**src/rtl/ray_prim_sequencer.sv**
```systemverilog
// Ray/primitive batch sequencer: fetches a primitive range, feeds WIDTH-lane batches to a hit unit, reduces hits.
// Optional stats counters are enabled with `define RAY_PRIM_SEQUENCER_STATS_EN.
`ifndef AABB_TEST_UNIT_SIZE
`define AABB_TEST_UNIT_SIZE 4
`endif

package ray_prim_pkg;
  // Fixed point values are signed Q16.16.
  typedef struct packed {
    logic [2:0][31:0] origin;
    logic [2:0][31:0] dir;
  } Ray;

  typedef struct packed {
    logic [15:0]      pi;
    logic [2:0][31:0] lo;
    logic [2:0][31:0] hi;
  } BVH_Primitive_AABB;

  typedef struct packed {
    logic        bHit;
    logic [31:0] T;
    logic [15:0] PI;
  } HitData;

  function automatic logic [31:0] FixedInf();
    return 32'h7FFF_FFFF;
  endfunction
endpackage

module ray_prim_lane
  import ray_prim_pkg::*;
(
  input  logic              clk,
  input  logic              resetn,
  input  logic              wr,
  input  logic              dup,
  input  BVH_Primitive_AABB wdata,
  input  BVH_Primitive_AABB dup_data,
  output BVH_Primitive_AABB q
);
  always_ff @(posedge clk) begin
    if (resetn)   q <= '0;
    else if (wr)  q <= wdata;
    else if (dup) q <= dup_data;
  end
endmodule

module ray_prim_sequencer
  import ray_prim_pkg::*;
#(
  parameter int WIDTH = `AABB_TEST_UNIT_SIZE,
  parameter int IDX_W = 16
) (
  input  logic                                clk,
  input  logic                                resetn,
  input  logic                                req_valid,
  output logic                                req_ready,
  input  Ray                                  req_ray,
  input  logic [IDX_W-1:0]                    req_start,
  input  logic [IDX_W-1:0]                    req_count,
  input  logic                                req_any,
  output logic                                prim_rd_valid,
  input  logic                                prim_rd_ready,
  output logic [IDX_W-1:0]                    prim_rd_addr,
  input  logic                                prim_rsp_valid,
  input  BVH_Primitive_AABB                   prim_rsp_data,
  output logic                                unit_valid,
  output Ray                                  unit_ray,
  output BVH_Primitive_AABB [WIDTH-1:0]       unit_prim,
  input  HitData                              unit_hit,
  input  logic                                unit_any,
  output logic                                res_valid,
  input  logic                                res_ready,
  output HitData                              res_hit,
  output logic [31:0]                         stat_batches,
  output logic [31:0]                         stat_prims
);
  localparam int LW = (WIDTH > 1) ? $clog2(WIDTH) : 1;
  localparam HitData ACC_INIT = '{bHit: 1'b0, T: 32'h7FFF_FFFF, PI: 16'h0};

  typedef enum logic [1:0] {IDLE, FETCH, EVAL, DONE} state_t;

  state_t            state;
  logic [IDX_W-1:0]  start_q, count_q, fetched;
  logic              any_q, outstanding;
  logic [LW-1:0]     lane_idx;
  HitData            acc;

  logic              rsp_fire, batch_end, closer, more;
  BVH_Primitive_AABB lane0_data;

  // Responses only count while a read is actually in flight.
  assign rsp_fire   = (state == FETCH) && outstanding && prim_rsp_valid;
  assign batch_end  = rsp_fire && ((lane_idx == LW'(WIDTH-1)) ||
                                   (IDX_W'(fetched + 1'b1) == count_q));
  assign lane0_data = (lane_idx == '0) ? prim_rsp_data : unit_prim[0];
  assign closer     = unit_hit.bHit &&
                      (!acc.bHit || ($signed(unit_hit.T) < $signed(acc.T)));
  assign more       = (fetched != count_q);
  assign res_hit    = acc;

  // Unfilled lanes of a short batch copy lane 0 so they cannot change the result.
  for (genvar i = 0; i < WIDTH; i++) begin : g_lane
    ray_prim_lane u_lane (
      .clk      (clk),
      .resetn   (resetn),
      .wr       (rsp_fire && (int'(lane_idx) == i)),
      .dup      (batch_end && (int'(lane_idx) < i)),
      .wdata    (prim_rsp_data),
      .dup_data (lane0_data),
      .q        (unit_prim[i])
    );
  end

  always_ff @(posedge clk) begin
    if (resetn) begin
      state         <= IDLE;
      req_ready     <= 1'b0;
      prim_rd_valid <= 1'b0;
      prim_rd_addr  <= '0;
      unit_valid    <= 1'b0;
      unit_ray      <= '0;
      res_valid     <= 1'b0;
      acc           <= ACC_INIT;
      start_q       <= '0;
      count_q       <= '0;
      fetched       <= '0;
      any_q         <= 1'b0;
      outstanding   <= 1'b0;
      lane_idx      <= '0;
    end else begin
      case (state)
        IDLE: begin
          req_ready <= 1'b1;
          if (req_valid && req_ready) begin
            req_ready   <= 1'b0;
            unit_ray    <= req_ray;
            start_q     <= req_start;
            count_q     <= req_count;
            any_q       <= req_any;
            acc         <= ACC_INIT;
            fetched     <= '0;
            lane_idx    <= '0;
            outstanding <= 1'b0;
            if (req_count != '0) begin
              state         <= FETCH;
              prim_rd_valid <= 1'b1;
              prim_rd_addr  <= req_start;
            end else begin
              state     <= DONE;
              res_valid <= 1'b1;
            end
          end
        end
        FETCH: begin
          if (prim_rd_valid && prim_rd_ready) begin
            prim_rd_valid <= 1'b0;
            outstanding   <= 1'b1;
          end
          if (rsp_fire) begin
            outstanding <= 1'b0;
            fetched     <= fetched + 1'b1;
            if (batch_end) begin
              lane_idx   <= '0;
              unit_valid <= 1'b1;
              state      <= EVAL;
            end else begin
              lane_idx      <= lane_idx + 1'b1;
              prim_rd_valid <= 1'b1;
              prim_rd_addr  <= start_q + fetched + 1'b1;
            end
          end
        end
        EVAL: begin
          unit_valid <= 1'b0;
          if (!any_q && closer) acc <= unit_hit;
          if (any_q && unit_any) begin
            acc.bHit  <= 1'b1;
            state     <= DONE;
            res_valid <= 1'b1;
          end else if (more) begin
            state         <= FETCH;
            prim_rd_valid <= 1'b1;
            prim_rd_addr  <= start_q + fetched;
          end else begin
            state     <= DONE;
            res_valid <= 1'b1;
          end
        end
        DONE: begin
          if (res_ready) begin
            res_valid <= 1'b0;
            req_ready <= 1'b1;
            state     <= IDLE;
          end
        end
        default: state <= IDLE;
      endcase
    end
  end

`ifdef RAY_PRIM_SEQUENCER_STATS_EN
  always_ff @(posedge clk) begin
    if (resetn) begin
      stat_batches <= '0;
      stat_prims   <= '0;
    end else begin
      if (unit_valid && (stat_batches != '1)) stat_batches <= stat_batches + 1'b1;
      if (rsp_fire && (stat_prims != '1))     stat_prims   <= stat_prims + 1'b1;
    end
  end
`else
  assign stat_batches = '0;
  assign stat_prims   = '0;
`endif

endmodule

```
**config.mk**
```make
export PLATFORM = sky130hd
export DESIGN_NAME = ray_prim_sequencer
export DESIGN_NICKNAME = d
export VERILOG_FILES = /design/src/rtl/ray_prim_sequencer.sv
export SDC_FILE = /design/constraint.sdc
export NUM_CORES = 2
export LEC_CHECK = 0
export ABC_AREA = 1
export CAP_MARGIN = 20
export CORE_AREA = 2 2 638 640
export CTS_CLUSTER_SIZE = 40
export DETAILED_ROUTE_END_ITERATION = 12
export DIE_AREA = 0 0 640 642
export PLACE_DENSITY = 0.43
export SYNTH_ARGS = -nofsm -noshare
export SYNTH_HDL_FRONTEND = slang
export SYNTH_HIERARCHICAL = 1
export SYNTH_SLANG_ARGS = --single-unit
```
**constraint.sdc**
```tcl
create_clock -name clk -period 6.7 [get_ports clk]
set_clock_uncertainty 0.2 [all_clocks]
set_input_delay 1.005 -clock clk [delete_from_list [all_inputs] [get_ports clk]]
set_output_delay 1.005 -clock clk [all_outputs]
set_load 0.005 [all_outputs]
```
## Yosys cells after proc, flatten, opt, wreduce, memory -nomap -nowiden

Cells that the tools add are included.

| storage, ports and cells | value |
|---|---|
| bits in registers | 1,147 |
| output and inout port bits | 1,157 |

| cells by class | value |
|---|---|
| $add $sub $neg | 4 |
| $lt $le $gt $ge | 4 |
| equality and inequality tests | 22 |
| multiplexer cells | 57 |
| reduce and logical (&&, ||, !) cells | 43 |

Operators with widths:

| kind | count |
|---|---|
| two-way mux 208 bit | 7 |
| two-way mux 16 bit | 8 |
| two-way mux 49 bit | 2 |
| case mux 49 bit (2 select lines) | 1 |
| case mux 16 bit (3 select lines) | 1 |
| adder 16 x 1 -> 16 bit (second input constant) | 2 |
| < comparator 32 bit | 1 |
| case mux 16 bit (2 select lines) | 1 |
| two-way mux 1 bit | 20 |
| two-way mux 2 bit | 10 |
| != test 2 bit (second input constant) | 10 |
| adder 16 bit | 1 |
| == test 16 bit | 1 |
| != test 16 bit | 1 |
| nonzero test 16 bit | 1 |
| logical AND 1 bit | 15 |
| AND reduction 3 bit | 5 |
| nonzero test 2 bit | 7 |
| == test 2 bit (second input constant) | 5 |
| AND reduction 5 bit | 2 |
| case mux 2 bit (4 select lines) | 1 |
| AND reduction 7 bit | 1 |
| logical NOT 2 bit | 3 |
| != test 3 bit (second input constant) | 2 |
| other kinds (13) | 22 |

## Longest topological paths before layout

| depth | value |
|---|---|
| word-level depth | 7 |
| gate-level depth with buffers | 23 |

## By module

The synthesis kept the hierarchy.

By module, submodules not included:

| module | instances | cells an instance | area each (µm²) | sequential area each (µm²) |
|---|---|---|---|---|
| ray_prim_lane | 4 | 1,572 | 10,009.6 | 4,164.0 |
| ray_prim_sequencer | 1 | 2,865 | 18,081.1 | 6,306.0 |

## Worst setup path after synthesis

Ideal clock, no wire load.

| timing path | value |
|---|---|
| path type | register to register |
| from | reg fetched[1] |
| to | reg g_lane[1].u_lane/q[10] (netlist name) |
| arrival | 2.807 ns |
| data required time | 6.443 ns |
| path slack | 3.636 ns |
| stages on the path, launching flop included | 21 |
| clock period less this slack | 3.064 ns |
| path through | dfxtp_1 > ha_1 > nand3_2 > nor2_2 > nand3_4 > nor2_4 > nand2_2 > nand2_1 > nand4_1 > nor2_1 > nand2_2 > nand2_4 > nand2_1 > nor2_1 > buf_6 > buf_6 > buf_6 > nand3_1 > nand3_1 > nand2_1 > inv_1 |

| between the ends | value |
|---|---|
| word-level cells in the longest chain between the ends | 6 |

Ends and longest elaborated chain:

| element | line | text |
|---|---|---|
| start: declaration | 85 | `logic [IDX_W-1:0] start_q, count_q, fetched;` |
| start signal: assignment | 163 | `fetched <= fetched + 1'b1;` |
| adder 16 x 1 -> 16 bit | 96 | `(IDX_W'(fetched + 1'b1) == count_q));` |
| == test 16 bit | 96 |  |
| logical OR 1 bit | 95 | `assign batch_end = rsp_fire && ((lane_idx == LW'(WIDTH-1)) \|\|` |
| logical AND 1 bit | 95 |  |
| logical AND 1 bit | 109 | `.dup (batch_end && (int'(lane_idx) < i)),` |
| nonzero test 2 bit (no line) | - |  |
| end signal: assignment | 44 | `else if (wr) q <= wdata;` |
| end signal: assignment | 45 | `else if (dup) q <= dup_data;` |
| end: declaration | 40 | `output BVH_Primitive_AABB q` |

No other way between the ends.
A chain may end at the register's enable or synchronous reset.

## Final worst setup path

| timing path | value |
|---|---|
| from | reg fetched[1] |
| to | reg g_lane[3].u_lane/q[194] (netlist name) |

| between the ends | value |
|---|---|
| word-level cells in the longest chain between the ends | 6 |

Ends and longest elaborated chain:

| element | line |
|---|---|
| adder 16 x 1 -> 16 bit | 96 |
| == test 16 bit | 96 |
| logical OR 1 bit | 95 |
| logical AND 1 bit | 95 |
| logical AND 1 bit | 109 |
| nonzero test 2 bit (no line) | - |
| end signal: assignment | 44 |
| end signal: assignment | 45 |
| end: declaration | 40 |

No other way between the ends.

==> reports/metrics.sh <==
MOSTFREQUENTLAYOUTCELL='sky130_fd_sc_hd__nand2_1'
DRC=0
SETUP.WORST_PATH.CLASS='reg -> reg'
MAX_FREQ_MHz=223
FINAL_NET_COUNT=10900
CTSHOLDBUFFERS=0
CORE_AREA_SQ_MM=0.404
DIEHEIGHT_UM=642
FINALMAXSLEWVIOLATIONS=1
DIE_AREA_SQ_MM=0.411
CLOCK_PATH_BUFFERS=4
LAYOUT.AREA.SEQ_SQ_MM=0.0230
POST_SYNTH_INSTANCE_AREA_SQ_MM=0.0581
CRITPATHARRIVALTIME_NS=5.05
POWER-PER-CELL-AREA_mW_PER_MM2=274
ANTENNA_FOUND_INITIAL=166
ROUTE.DETAILED.VIAS_PER_INST=4.10
CTS_POST_SETUP_BUFFERS_INSERTED=0
YS_SEQ_AREA_FRAC=0.395
TIMING.MAX_SLEW.REL_SLACK=-0.00874
CTS.CLK_SLEW.WORST_PATHS_NS=0.06
DETAIL_ROUTE.ITER0.VIOLATIONS=5751
MOST-COMMON-LAYOUT-CELLS='3462 x sky130_fd_sc_hd__nand2_1, 1740 x sky130_fd_sc_hd__nand3_1, 1580 x sky130_fd_sc_hd__clkdlybuf4s50_1'
INITIAL_CORE_UTILIZATION=0.144
CTS.ROOT.BUFFER_CELL='sky130_fd_sc_hd__clkbuf_16'
FIRST_GLOBAL_VIAS=60300
POST_CTS.RESIZED_INSTANCES=0
POWER.LEAKAGE_uW=0.0391
PLACEMENTROWS=234
NUM_IO_PINS=1646
SYNTHCELLS=9153
YOSYS.CELL_TYPES.COUNT=45
POST-ROUTE-UTIL=0.208
WL_PER_CELL_UM=25.8
YS_TOP_CELLS_BY_AREA='sky130_fd_sc_hd__dfxtp_1 40%, sky130_fd_sc_hd__nand2_1 22%, sky130_fd_sc_hd__nand3_1 15%, sky130_fd_sc_hd__inv_1 7.8%, sky130_fd_sc_hd__a21oi_1 2.6%'
FINALSETUPTNS_NS=0
SYNTH-SEQ-CELLS=1147
FAILED_CHECKS='capacitance limit, slew limit'
ROUTED_WL_MM=413
GRT_UTIL_OVERALL=0.192
CTS-BUFFERS-INSERTED=164
END_KIND='flip-flop'
TRITONCTS='done'
POST-DP-HPWL_MM=294
PERIOD_SHARE=0.671
DRT.ANTENNA.VIOLATING_NETS=0
SYNTH_TOP_AREA_SHARE=0.395
CLKLATENCYLATEPIN_NS=0.86
FINALSETUPVIOLATIONS=0
CTS_SINKS=1147
DETAILED_PLACE.AREA_SQ_MM=0.0786
DRT_PASS_1_ITERS=6
P_TOTAL_uW=23100
MAXCAPVIOLATIONS=2
VDD_IR_DROP_MAX_uV=219
GRT_PASS1_WL_MM=550
AREA_TAKEN_BY_MULTI_INPUT_LOGIC_GATES_SQ_MM=0.0273
PATH_MAX_FANOUT=53
SYNTH_AREA_PER_CELL_SQ_UM=6.35
LAYOUT-DRIVE-GT1-SHARE=0.0404
FINALWORSTPATHREQUIREDPERIOD_NS=4.49
FIN_WORST_HOLD_SLACK_NS=0.241
SYNTH.YOSYS.WARNINGS=6
REPORT.FINAL.HOLD_VIOL_COUNT=0
DIE_WIDTH_UM=640
CRITICAL_PATH_REQUIRED_NS=7.26
WORST_SLEW_PIN_SLEW_NS=1.50
ROUTED-VIA-COUNT=65800
MIN_PATH_TYPE='reg -> reg'
PLACE_CONGESTION=0.992
LAYOUT.CELL_AREA.NON_FILLER_SQ_MM=0.0842
RUN_STATUS='finished with violations'
FLOW.AREA_GROWTH_FROM_SYNTHESIS_PCT=44.9
POST-SYNTH-TOP-AREA-CELL='sky130_fd_sc_hd__dfxtp_1'
CRITPATHLAUNCHTYPE='flip-flop'
MAXIMUM_NUMBER_OF_PINS_ON_ONE_NET_BEFORE_GLOBAL_ROUTE_REPAIR=209
SETUP_REPAIR_AFTER_GLOBAL_ROUTING_MISSED_ITS_MARGIN='false'
GLOBALROUTEOVERFLOWTOTAL=0
PLACEMENT.IO_BUFFERS=1581
HTREEDEPTH=4
NUMBER_OF_FILL_CELLS=46000
==> cells in the mapped netlist, drive strengths merged <==
library cell / n
a211oi: 1
a21oi: 309
a311oi: 1
a31oi: 8
and2: 2
buf: 431
clkbuf: 242
clkinv: 2
conb: 1
dfxtp: 1147
fa: 1
ha: 57
inv: 1221
nand2: 3485
nand3: 1746
nand3b: 3
nand4: 21
nor2: 132
nor3: 5
nor4: 7
o211ai: 2
o21a: 2
o21ai: 291
o22ai: 9
or2: 7
xnor2: 9
xor2: 11
==> cell families (layout without fill, tap and decap cells) <==
logic type               count (synthesis)  count (layout)  share of synthesized area
AND/OR/NAND/NOR                       5408            5408                      0.393
flip-flops                            1147            1147                      0.395
adder cells (fa/ha/maj)                 58              58                     0.0126
other                                    1             156                  0.0000645
buffers and inverters                 1896            3187                      0.141
XOR/XNOR                                20              20                    0.00314
AO/OA/AOI/OAI                          623             623                     0.0551
==> through the flow <==
stage | setup WS, ns | instances
6_report | 2.21 | 16000
2_1_floorplan | 3.64 | 9218
5_1_grt | 1.82 | 16000
4_1_cts | 2.13 | 15900
3_5_place_dp | 1.88 | 15700
3_3_place_gp | 1.94 | 15600
==> critical path, stage by stage (launching register included) <==
cell and delay [ns]:
sky130_fd_sc_hd__dfxtp_1 0.47, sky130_fd_sc_hd__ha_1 0.36, sky130_fd_sc_hd__nand3_2 0.15, sky130_fd_sc_hd__nor2_2 0.22, sky130_fd_sc_hd__nand3_4 0.12, sky130_fd_sc_hd__nor2_4 0.12
sky130_fd_sc_hd__nand3_1 0.07, sky130_fd_sc_hd__nand4_1 0.12, sky130_fd_sc_hd__nor2_1 0.06, sky130_fd_sc_hd__nand2_2 0.11, sky130_fd_sc_hd__a21oi_1 0.09, sky130_fd_sc_hd__nand2_1 0.20
sky130_fd_sc_hd__inv_8 0.11, sky130_fd_sc_hd__nor2_8 0.57, sky130_fd_sc_hd__buf_4 0.83, sky130_fd_sc_hd__nand2_1 0.13, sky130_fd_sc_hd__nand3_1 0.11, sky130_fd_sc_hd__nand2_1 0.05
sky130_fd_sc_hd__inv_1 0.07
==> routing by layer <==
| layer | part of all wire | vias to the layer above | wire [um] | GRT usage |
|---|---|---|---|---|
| met5 | 0.0011 | - | 461 | 0 |
| met4 | 0.079 | 70 | 32700 | 0.129 |
| met3 | 0.070 | 762 | 29100 | 0.0428 |
| met2 | 0.48 | 2627 | 198000 | 0.329 |
| met1 | 0.37 | 31300 | 153000 | 0.212 |
| li1 | - | 31000 | - | - |
==> state kept, by name (all words and copies together) (netlist names) <==
register,cells
unit_valid,1
prim_rd_valid,1
res_hit,49
unit_ray,192
state,2
any_q,1
outstanding,1
start_q,16
fetched,16
count_q,16
res_valid,1
prim_rd_addr,16
req_ready,1
lane_idx,2
g_lane.u_lane/q,832
==> power breakdown <==
group	internal [uW]	total [uW]	switching [uW]
sequential	7490	8000	505
clock	5260	9020	3760
combinational	2270	6070	3810
==> final timing paths <==
| path | end | slack, ns | depth (start not counted) | from |
|---|---|---|---|---|
| worst max-delay path | g_lane[3].u_lane/q[194] | 2.21 | 18 | fetched[1] |
| worst min-delay path | unit_ray[68] | 0.24 | 2 | unit_ray[68] |
| worst max register to register | g_lane[3].u_lane/q[194] | 2.21 | 18 | fetched[1] |
| worst min register to register | unit_ray[68] | 0.24 | 2 | unit_ray[68] |
==> layout make-up <==
type                            instances  area share
Multi-Input combinational cell       6175       0.324
Sequential cell                      1147       0.273
Timing Repair Buffer                 1679       0.201
Tap cell                             5428      0.0807
Clock buffer                          248      0.0575
Inverter                             1223      0.0555
Clock inverter                         37     0.00574
Antenna cell                           90     0.00268
No activity file was read; power rests on OpenSTA's default activity.
